## config.mk

```make
export PLATFORM = sky130hd
export DESIGN_NAME = fifo_burst_rd_flat
export DESIGN_NICKNAME = d
export VERILOG_FILES = /design/src/rtl/fifo_burst_rd_pkg.sv /design/src/rtl/fifo_burst_rd_if.sv /design/src/rtl/fifo_burst_skid.sv /design/src/rtl/fifo_burst_rd.sv /design/src/flat_wrapper.sv
export SDC_FILE = /design/constraint.sdc
export NUM_CORES = 1
export LEC_CHECK = 0
export BUFFER_PORTS_ARGS = -buffer_cell sky130_fd_sc_hd__buf_2
export CORE_ASPECT_RATIO = 1.75
export CORE_MARGIN = 2
export CORE_UTILIZATION = 54
export CTS_CLUSTER_SIZE = 10
export DETAILED_ROUTE_END_ITERATION = 8
export GPL_ROUTABILITY_DRIVEN = 0
export HOLD_SLACK_MARGIN = 0.08
export PLACE_DENSITY = 0.78
export SYNTH_ARGS = -nofsm -noshare
export SYNTH_HDL_FRONTEND = slang
export SYNTH_SLANG_ARGS = --single-unit
export TNS_END_PERCENT = 10
```

## constraint.sdc

```tcl
create_clock -name clk -period 8.7 [get_ports clk]
set_clock_uncertainty 0.1 [all_clocks]
set_input_delay 0.87 -clock clk [delete_from_list [all_inputs] [get_ports clk]]
set_output_delay 0.87 -clock clk [all_outputs]
set_load 0.1 [all_outputs]
```

## src/rtl/fifo_burst_rd_pkg.sv

```systemverilog
// Shared types and helpers for the FIFO burst read engine.
// Holds the FSM encoding, skid depth and burst length clamp.
package fifo_burst_rd_pkg;

  typedef enum logic [1:0] {
    IDLE,
    RUN,
    DRAIN
  } state_e;

  localparam int SKID_DEPTH = 2;

  function automatic int unsigned clamp_len(
    input int unsigned len,
    input int unsigned depth
  );
    if (len == 0) return 1;
    if (len > depth) return depth;
    return len;
  endfunction

endpackage

```

## src/rtl/fifo_burst_rd_if.sv

```systemverilog
// FIFO-side and stream-side signal bundle for fifo_burst_rd.
// master is the engine view, slave the environment view.
interface fifo_burst_rd_if
  import fifo_burst_rd_pkg::*;
#(
  parameter int DATA_WIDTH = 32,
  parameter int CNT_WIDTH  = 5,
  parameter int TMO_WIDTH  = 16
);
  logic [CNT_WIDTH-1:0]  fifo_cnt;
  logic                  fifo_empty;
  logic                  fifo_rd_en;
  logic [DATA_WIDTH-1:0] fifo_rd_data;
  logic [CNT_WIDTH-1:0]  burst_len;
  logic [TMO_WIDTH-1:0]  timeout;
  logic                  m_valid;
  logic                  m_ready;
  logic [DATA_WIDTH-1:0] m_data;
  logic                  m_last;
  logic                  busy;
  logic                  flush_pulse;

  modport master (
    input  fifo_cnt,
    input  fifo_empty,
    input  fifo_rd_data,
    input  burst_len,
    input  timeout,
    input  m_ready,
    output fifo_rd_en,
    output m_valid,
    output m_data,
    output m_last,
    output busy,
    output flush_pulse
  );

  modport slave (
    output fifo_cnt,
    output fifo_empty,
    output fifo_rd_data,
    output burst_len,
    output timeout,
    output m_ready,
    input  fifo_rd_en,
    input  m_valid,
    input  m_data,
    input  m_last,
    input  busy,
    input  flush_pulse
  );

endinterface

```

## src/rtl/fifo_burst_skid.sv

```systemverilog
// Two-entry valid/ready buffer carrying {last, data}.
// Exposes its occupancy so the reader can meter pops.
module fifo_burst_skid
  import fifo_burst_rd_pkg::*;
#(
  parameter int DATA_WIDTH = 32
) (
  input  logic                  clk,
  input  logic                  rst,
  input  logic                  in_valid,
  input  logic                  in_last,
  input  logic [DATA_WIDTH-1:0] in_data,
  output logic                  out_valid,
  input  logic                  out_ready,
  output logic                  out_last,
  output logic [DATA_WIDTH-1:0] out_data,
  output logic [1:0]            occ
);

  localparam int EW = DATA_WIDTH + 1;

  logic [EW-1:0] ent_q [SKID_DEPTH];
  logic [EW-1:0] ent_d [SKID_DEPTH];
  logic [1:0]    cnt_q, cnt_d;
  logic          vld_q, vld_d;
  logic          pop;
  logic [1:0]    slot;

  always_comb begin
    pop   = vld_q & out_ready;
    ent_d = ent_q;
    cnt_d = cnt_q;
    slot  = cnt_q - {1'b0, pop};
    if (pop) begin
      ent_d[0] = ent_q[1];
      cnt_d    = slot;
    end
    // entry 0 is always the head
    if (in_valid && (slot < 2'(SKID_DEPTH))) begin
      ent_d[slot[0]] = {in_last, in_data};
      cnt_d          = slot + 2'd1;
    end
    vld_d = (cnt_d != 2'd0);
  end

  always_ff @(posedge clk or posedge rst) begin
    if (rst) begin
      ent_q <= '{default: '0};
      cnt_q <= 2'd0;
      vld_q <= 1'b0;
    end else begin
      ent_q <= ent_d;
      cnt_q <= cnt_d;
      vld_q <= vld_d;
    end
  end

  assign out_valid            = vld_q;
  assign {out_last, out_data} = ent_q[0];
  assign occ                  = cnt_q;

endmodule

```

## src/rtl/fifo_burst_rd.sv

```systemverilog
// Burst drain engine behind a synchronous FIFO.
// Pops full bursts, or a partial one after an idle timeout.
module fifo_burst_rd
  import fifo_burst_rd_pkg::*;
#(
  parameter int FIFO_DEPTH = 16,
  parameter int DATA_WIDTH = 32,
  parameter int ADDR_WIDTH = $clog2(FIFO_DEPTH),
  parameter int CNT_WIDTH  =
    ((1 << ADDR_WIDTH) == FIFO_DEPTH) ? ADDR_WIDTH + 1 : ADDR_WIDTH,
  parameter int TMO_WIDTH  = 16
) (
  input logic            clk,
  input logic            rst,
  fifo_burst_rd_if.master bus
);

  state_e                state_q, state_d;
  logic [CNT_WIDTH-1:0]  pops_q, pops_d;
  logic [TMO_WIDTH-1:0]  tmr_q, tmr_d;
  logic                  pend_q, pend_d;
  logic                  plast_q, plast_d;
  logic [CNT_WIDTH-1:0]  len_l;
  logic                  under;
  logic                  full_trig;
  logic                  tmo_trig;
  logic                  rd_en;
  logic                  busy;
  logic                  fire;
  logic [2:0]            inflight;
  logic                  s_valid;
  logic                  s_last;
  logic [DATA_WIDTH-1:0] s_data;
  logic [1:0]            occ;

  assign len_l = CNT_WIDTH'(clamp_len(32'(bus.burst_len), FIFO_DEPTH));

  assign under = (bus.fifo_cnt != '0) &&
                 (bus.fifo_cnt < len_l);

  assign full_trig = (state_q == IDLE) &&
                     (bus.fifo_cnt >= len_l);

  assign tmo_trig = (state_q == IDLE) && under &&
                    (bus.timeout != '0) &&
                    (tmr_q >= bus.timeout);

  always_ff @(posedge clk or posedge rst) begin
    if (rst) begin
      state_q <= IDLE;
      pops_q  <= '0;
      tmr_q   <= '0;
      pend_q  <= 1'b0;
      plast_q <= 1'b0;
    end else begin
      state_q <= state_d;
      pops_q  <= pops_d;
      tmr_q   <= tmr_d;
      pend_q  <= pend_d;
      plast_q <= plast_d;
    end
  end

  always_comb begin
    state_d = state_q;
    pops_d  = pops_q;
    tmr_d   = '0;
    pend_d  = rd_en;
    plast_d = rd_en && (pops_q == CNT_WIDTH'(1));
    unique case (state_q)
      IDLE: begin
        if (under) begin
          tmr_d = (&tmr_q) ? tmr_q
                           : tmr_q + TMO_WIDTH'(1);
        end
        if (full_trig) begin
          state_d = RUN;
          pops_d  = len_l;
          tmr_d   = '0;
        end else if (tmo_trig) begin
          state_d = RUN;
          pops_d  = bus.fifo_cnt;
          tmr_d   = '0;
        end
      end
      RUN: begin
        pops_d = pops_q - CNT_WIDTH'(rd_en);
        if (pops_d == '0) state_d = DRAIN;
      end
      DRAIN: begin
        if (fire && s_last) state_d = IDLE;
      end
      default: state_d = IDLE;
    endcase
  end

  always_comb begin
    fire = s_valid & bus.m_ready;
    // a beat leaving this cycle frees its slot for a new pop
    inflight = {1'b0, occ} - {2'b0, fire} +
               {2'b0, pend_q};
    rd_en = (state_q == RUN) &&
            (pops_q != '0) &&
            !bus.fifo_empty &&
            (inflight < 3'(SKID_DEPTH));
    busy  = (state_q != IDLE);
  end

  fifo_burst_skid #(
    .DATA_WIDTH (DATA_WIDTH)
  ) u_skid (
    .clk       (clk),
    .rst       (rst),
    .in_valid  (pend_q),
    .in_last   (plast_q),
    .in_data   (bus.fifo_rd_data),
    .out_valid (s_valid),
    .out_ready (bus.m_ready),
    .out_last  (s_last),
    .out_data  (s_data),
    .occ       (occ)
  );

  assign bus.fifo_rd_en  = rd_en;
  assign bus.m_valid     = s_valid;
  assign bus.m_data      = s_data;
  assign bus.m_last      = s_last;
  assign bus.busy        = busy;
  assign bus.flush_pulse = tmo_trig;

endmodule

```

## src/flat_wrapper.sv

```systemverilog
// flat-port wrapper written by rule: the top's interface ports become plain ports
module fifo_burst_rd_flat import fifo_burst_rd_pkg::*;
#(
  parameter int FIFO_DEPTH = 16,
  parameter int DATA_WIDTH = 32,
  parameter int ADDR_WIDTH = $clog2(FIFO_DEPTH),
  parameter int CNT_WIDTH  =
    ((1 << ADDR_WIDTH) == FIFO_DEPTH) ? ADDR_WIDTH + 1 : ADDR_WIDTH,
  parameter int TMO_WIDTH  = 16
)
  (clk, rst, bus_fifo_cnt, bus_fifo_empty, bus_fifo_rd_data, bus_burst_len, bus_timeout, bus_m_ready, bus_fifo_rd_en, bus_m_valid, bus_m_data, bus_m_last, bus_busy, bus_flush_pulse);
  fifo_burst_rd_if #(.DATA_WIDTH(DATA_WIDTH), .CNT_WIDTH(CNT_WIDTH), .TMO_WIDTH(TMO_WIDTH)) bus_i ();
  input logic clk;
  input logic rst;
  input wire logic [$bits(bus_i.fifo_cnt)-1:0] bus_fifo_cnt;
  input wire logic [$bits(bus_i.fifo_empty)-1:0] bus_fifo_empty;
  input wire logic [$bits(bus_i.fifo_rd_data)-1:0] bus_fifo_rd_data;
  input wire logic [$bits(bus_i.burst_len)-1:0] bus_burst_len;
  input wire logic [$bits(bus_i.timeout)-1:0] bus_timeout;
  input wire logic [$bits(bus_i.m_ready)-1:0] bus_m_ready;
  output wire logic [$bits(bus_i.fifo_rd_en)-1:0] bus_fifo_rd_en;
  output wire logic [$bits(bus_i.m_valid)-1:0] bus_m_valid;
  output wire logic [$bits(bus_i.m_data)-1:0] bus_m_data;
  output wire logic [$bits(bus_i.m_last)-1:0] bus_m_last;
  output wire logic [$bits(bus_i.busy)-1:0] bus_busy;
  output wire logic [$bits(bus_i.flush_pulse)-1:0] bus_flush_pulse;
  assign bus_i.fifo_cnt = bus_fifo_cnt;
  assign bus_i.fifo_empty = bus_fifo_empty;
  assign bus_i.fifo_rd_data = bus_fifo_rd_data;
  assign bus_i.burst_len = bus_burst_len;
  assign bus_i.timeout = bus_timeout;
  assign bus_i.m_ready = bus_m_ready;
  assign bus_fifo_rd_en = bus_i.fifo_rd_en;
  assign bus_m_valid = bus_i.m_valid;
  assign bus_m_data = bus_i.m_data;
  assign bus_m_last = bus_i.m_last;
  assign bus_busy = bus_i.busy;
  assign bus_flush_pulse = bus_i.flush_pulse;
  fifo_burst_rd #(.FIFO_DEPTH(FIFO_DEPTH), .DATA_WIDTH(DATA_WIDTH), .ADDR_WIDTH(ADDR_WIDTH), .CNT_WIDTH(CNT_WIDTH), .TMO_WIDTH(TMO_WIDTH)) u_core (.clk(clk), .rst(rst), .bus(bus_i));
endmodule
```

=== Word-level counts from Yosys, hierarchy flattened ===
Cells that the tools add are included.
Widths: inputs -> output; s select.

* Output and inout bits: 37
* Bits of input ports: 62
* Logic and storage cells: 84
* Register bits: 94

* Muxes and demuxes: 27
* Bitwise gates (word level): 2
* Equality and inequality tests: 7
* Add/sub/neg operators: 6
* Reductions and logical operators: 25
* Magnitude comparators: 8

{| class="wikitable"
|+ Operators by type and width
! cell !! count
|-
| $mux 16 || 5
|-
| $bwmux 66 || 1
|-
| $mux 33 || 2
|-
| $mux 66 || 1
|-
| $demux 33 s1 || 1
|-
| $mux 5 || 5
|-
| $add 16x1->16 const B || 1
|-
| $ge 16x16->1 || 1
|-
| $reduce_and 16->1 || 1
|-
| $reduce_bool 16->1 || 1
|-
| $logic_and 1x1->1 || 12
|-
| $mux 2 || 6
|-
| $logic_not 5->1 || 2
|-
| $pmux 5 s2 || 1
|-
| $reduce_bool 5->1 || 2
|-
| $pmux 2 s3 || 1
|-
| $reduce_bool 2->1 || 3
|-
| $eq 5x1->1 const B || 1
|-
| $ge 5x5->1 || 1
|-
| $gt 5x5->1 const B || 1
|-
| $lt 5x5->1 || 1
|-
| $ne 5x5->1 const B || 1
|-
| $sub 5x1->5 || 1
|-
| $mux 1 || 4
|-
| 18 further kinds || 19
|}

=== Logic depth before layout (Yosys ltp) ===
* Depth after elaboration: 13
* Depth in mapped cells: 14
* Depth with buffers taken out: 14

=== Hierarchy ===
From an unflattened synthesis, not the netlist that was laid out.

* Cells, all modules: 505
* Area total of the unflattened synthesis: 5,424.0 µm²

{| class="wikitable"
|+ Modules (own cells, without submodules)
! module !! cells each !! seq. area each (µm²) !! times used !! area an instance (µm²)
|-
| fifo_burst_skid || 263 || 1,726.7 || 1 || 3,309.4
|-
| fifo_burst_rd || 242 || 625.6 || 1 || 2,114.5
|}

=== Worst setup path before layout ===
OpenSTA, ideal clock, no wires.

* Kind: flip-flop to flip-flop
* Start point: reg u_core.u_skid.vld_q, in the netlist u_core.u_skid.out_valid
* End point: reg u_core.state_q[0]
* Slack: 4.057 ns
* Cell stages (with the launch flop): 15
* Period minus slack after synthesis: 4.643 ns
* Required time: 8.475 ns
* Setup time: 0.125 ns
* Arrival: 4.417 ns
* Path buffers: 0
* Path through: dfrtp_1 > nand2_1 > nor2_1 > o21ai_0 > fa_1 > xor2_1 > nor4b_1 > o21a_1 > ha_1 > ha_1 > xnor2_1 > nand3_1 > nor3_1 > nor2_1 > a211o_1

* Longest elaborated chain between the ends: 9
* Elaborated cells between the ends (all ways): 11
* Classes of those cells: 3 x add/sub; 1 x order compare; 2 x eq/ne; 1 x bitwise; 4 x reduce/logical

{| class="wikitable"
|+ Ends and longest elaborated chain
! item !! RTL line !! RTL
|-
| start, declared || fifo_burst_skid.sv:25 || <nowiki>logic vld_q, vld_d;</nowiki>
|-
| start signal, assigned || fifo_burst_skid.sv:54 || <nowiki>vld_q <= vld_d;</nowiki>
|-
| $and 1x1->1 || fifo_burst_rd.sv:98 || <nowiki>fire = s_valid & bus.m_ready;</nowiki>
|-
| $sub 2x1->3 || fifo_burst_rd.sv:100 || <nowiki>inflight = {1'b0, occ} - {2'b0, fire} +</nowiki>
|-
| $add 3x1->3 || fifo_burst_rd.sv:100 ||
|-
| $lt 3x2->1 || fifo_burst_rd.sv:105 || <nowiki>(inflight < 3'(SKID_DEPTH));</nowiki>
|-
| $logic_and 1x1->1 || fifo_burst_rd.sv:104 || <nowiki>!bus.fifo_empty &&</nowiki>
|-
| net bus_fifo_rd_en || flat_wrapper.sv:21 || <nowiki>output wire logic [$bits(bus_i.fifo_rd_en)-1:0] bus_fifo_rd_en;</nowiki>
|-
| $sub 5x1->5 || fifo_burst_rd.sv:87 || <nowiki>pops_d = pops_q - CNT_WIDTH'(rd_en);</nowiki>
|-
| $logic_not 5->1 || fifo_burst_rd.sv:88 || <nowiki>if (pops_d == '0) state_d = DRAIN;</nowiki>
|-
| $ne 2x1->1 (no source line) || -- ||
|-
| $reduce_and 3->1 (no source line) || -- ||
|-
| end signal, assigned || fifo_burst_rd.sv:56 || <nowiki>state_q <= state_d;</nowiki>
|-
| end, declared || fifo_burst_rd.sv:18 || <nowiki>state_e state_q, state_d;</nowiki>
|}

The timed path passes the listed nets, and every way through them passes these cells.
A chain may end at the register's enable or synchronous reset.

==> results.sh <==
export IMPL_synth_mux_area_share_pct=9.16
export IMPL_final_cell_mix="buf_2 (98), dfrtp_1 (94), nand2_1 (88)"
export IMPL_synth_edf_count=0
export IMPL_cts_resized=0
export IMPL_crit_required_ps=8760
export IMPL_die_y_um=134
export IMPL_mostFrequentLayoutCell="buf_2"
export IMPL_portBuffers=98
export IMPL_place_ws_ps=4220
export IMPL_yosys_most_used_dff="dfrtp_1"
export IMPL_yosysTopAreaCellShare_pct=45.4
export IMPL_drive_gt1_share_pct=27.4
export IMPL_yosys_area_share_xor_xnor_pct=2.88
export IMPL_drt_drc_violations_left=0
export IMPL_period_needed_ps=4160
export IMPL_ys_top_cells_by_area="dfrtp_1 (45%), mux2_2 (7.6%), nand2_1 (6.4%)"
export IMPL_route_met3_wl_um=367
export IMPL_worstPathMaxFanout=66
export IMPL_clockRootBuffer="clkbuf_16"
export IMPL_regArea_um2=2350
export IMPL_timing_final_crit_share_pct=47.8
export IMPL_cts_setup_buffers=0
export IMPL_grt_pass1_vias=4177
export IMPL_crit_path_cell_trace="buf_2 > nand2_1 > buf_4 > inv_1 > ha_1 > xnor2_1 > nand3_2 > nor2_1 > a31oi_1"
export IMPL_setup_viol=0
export IMPL_synth_cell_types=47
export IMPL_n_fill_cell=783
export IMPL_clock_path_buffers=2
export IMPL_drv_cap=0
export IMPL_grt_first_pass_wirelength_mm=19.1
export IMPL_synthesis_area_um2=5180
export IMPL_pwr_share_comb_pct=51.4
export IMPL_diodes=0
export IMPL_intPower_mw=1.08
export IMPL_crit_family="simple AND/OR/NAND/NOR gates"
export IMPL_setup_ws_ps=4540
export IMPL_syn_avg_cell_area_um2=9.62
export IMPL_synth_adder_area_share_pct=6.43
export IMPL_fin_tns_setup_ps=0
export IMPL_status="completed"
export IMPL_clockPowerShare_pct=16.4
export IMPL_placed_area_um2=5500
export IMPL_ys_async_sr_fraction_pct=100
export IMPL_cts_sinks=94
export IMPL_grt_overflow=0
export IMPL_drt_wirelength_per_cell_um=16.3
export IMPL_rows=47
export IMPL_critPathSlowestCell="nand3_2"
export IMPL_worstMarginPinSlew_ps=1210
export IMPL_ys_seq_area_share_pct=45.4
export IMPL_finalHoldViolCount=0
export IMPL_area_delta_synth_final_pct=11.8
export IMPL_numCtsBuffers=9
export IMPL_synth_seq_cells=94
export IMPL_antenna_found_initial=0
export IMPL_startpoint_type="primary input"
export IMPL_power_density_nw_per_um2=388
export IMPL_nNetsFinal=682
export IMPL_maxSlewViolCount=0
export IMPL_vias=4099
export IMPL_core_area_um2=9410
export IMPL_clk_latency_ps=340
export IMPL_p_switching_mw=1.17
export IMPL_multiInputGateArea_um2=2380
export IMPL_synth_top_area_cell="dfrtp_1"
export IMPL_crit_buf_inv=3
export IMPL_synthesis_nets=626
export IMPL_relSlewSlack_pct=19.5
export IMPL_synth_top_family_by_area="simple AND/OR/NAND/NOR gates"
export IMPL_initial_utilization_pct=55.0
export IMPL_cp_arrival_ps=4220
export IMPL_synth_compound_area_share_pct=11.1
export IMPL_vias_per_cell=5.69
export IMPL_dr_wl_met2_mm=6.46
export IMPL_final_area_um2=5790
export IMPL_ant_nets=0
export IMPL_post_dp_hpwl_mm=8.47
export IMPL_max_freq_ghz=0.240
export IMPL_rsz0062_at_grt="false"
export IMPL_die_area_um2=10400
export IMPL_p_seq_share_pct=32.2
export IMPL_drt_wl_total_mm=11.8
export IMPL_io_pins=99
export IMPL_slowest_delay_ps=950
export IMPL_p_leak_nw=2.90
export IMPL_crit_type="in -> reg"
export IMPL_vdd_drop_max_uv=303
export IMPL_h_tree_depth=3
export IMPL_postCtsHoldBufs=0
export IMPL_end_kind="register"
export IMPL_synth_simple_area_share_pct=16.3
export IMPL_drt_initial_drc_count=266
export IMPL_cts_tree="done"
export IMPL_yosys_warnings=0
export IMPL_p_sw_share_pct=52.2
export IMPL_grt_max_degree=79
export IMPL_highest_layer="met4"
export IMPL_holdWs_ps=345
export IMPL_drt_met1_wl_mm=4.54
export IMPL_die_x_um=78.0
export IMPL_drtPass1Iterations=6
export IMPL_synth_cells=538
export IMPL_cts_clk_slew_worst_paths_ps=70
export IMPL_hold_path_class="in -> async"
export IMPL_grtUsageTotal_pct=23.3
==> logic make-up after synthesis <==
| group | after synthesis |
|---|---|
| flops | 94 |
| compound gates | 84 |
| simple gates | 190 |
| mux | 43 |
| xor+xnor | 17 |
| buf+inv | 84 |
| fa+ha+maj | 26 |
==> final timing paths <==
path | from | end | slack, ps | cells after the start
setup / recovery | bus_m_ready | u_core.u_skid.out_data[24] | 4540 | 9
hold / removal | rst | asynchronous set/reset pin | 340 | 2
max in group asynchronous | rst | u_core.state_q[1] | 6920 | 3
min in group clk | register | register | 410 | 1
hold reg to reg | register | register | 410 | 1
setup reg to reg | u_core.u_skid.out_valid | u_core.u_skid.out_data[24] | 4760 | 8
==> final cells by class <==
| type | instances | share of cell area [%] |
|---|---|---|
| Tap cell | 122 | 2.64 |
| Inverter | 29 | 1.90 |
| Clock inverter | 6 | 0.757 |
| Sequential cell | 94 | 40.6 |
| Timing Repair Buffer | 100 | 8.74 |
| Multi-Input combinational cell | 360 | 41.2 |
| Clock buffer | 10 | 4.13 |
==> power groups by stage <==
stage	Sequential, mW	Combinational, mW	Clock (mW)
2_1_floorplan	0.714	1.07	0
3_3_place_gp	0.722	1.13	0
3_5_place_dp	0.730	1.16	0
4_1_cts	0.723	1.16	0.374
5_1_grt	0.742	1.22	0.396
6_report	0.724	1.16	0.369
==> synthesized netlist by cell type (2+ instances only) <==
cell type  number
a211oi_1        4
a21o_1          4
a21oi_1        12
a21oi_2         7
a221oi_1        3
a31oi_1        36
and3_1          6
and4_1          3
buf_1           3
buf_4          32
clkbuf_1       18
dfrtp_1        94
ha_1           25
inv_1          29
mux2_2         35
mux2i_1         8
nand2_1        88
nand3_1        11
nand4_1         6
nor2_1         51
nor2b_1         2
nor3_1          7
nor4_1          6
o21a_1          3
o21ai_0         6
o22ai_1         3
xnor2_1         9
xor2_1          8
==> per-stage QoR <==
step | power, mW | instances | utilization [%]
after global routing | 2.35 | 721 | 61.5
after CTS | 2.26 | 721 | 61.5
after global placement | 1.85 | 705 | 58.5
final | 2.25 | 721 | 61.5
after floorplan | 1.79 | 538 | -
after detailed placement | 1.89 | 705 | 58.5
==> per-layer routing <==
metal	global-route usage (%)	up-vias
li1	-	1942
met1	25.1	2012
met2	42.9	119
met3	3.73	26
met4	12.0	0
met5	0	-
Power figures use the tool's default switching activity.
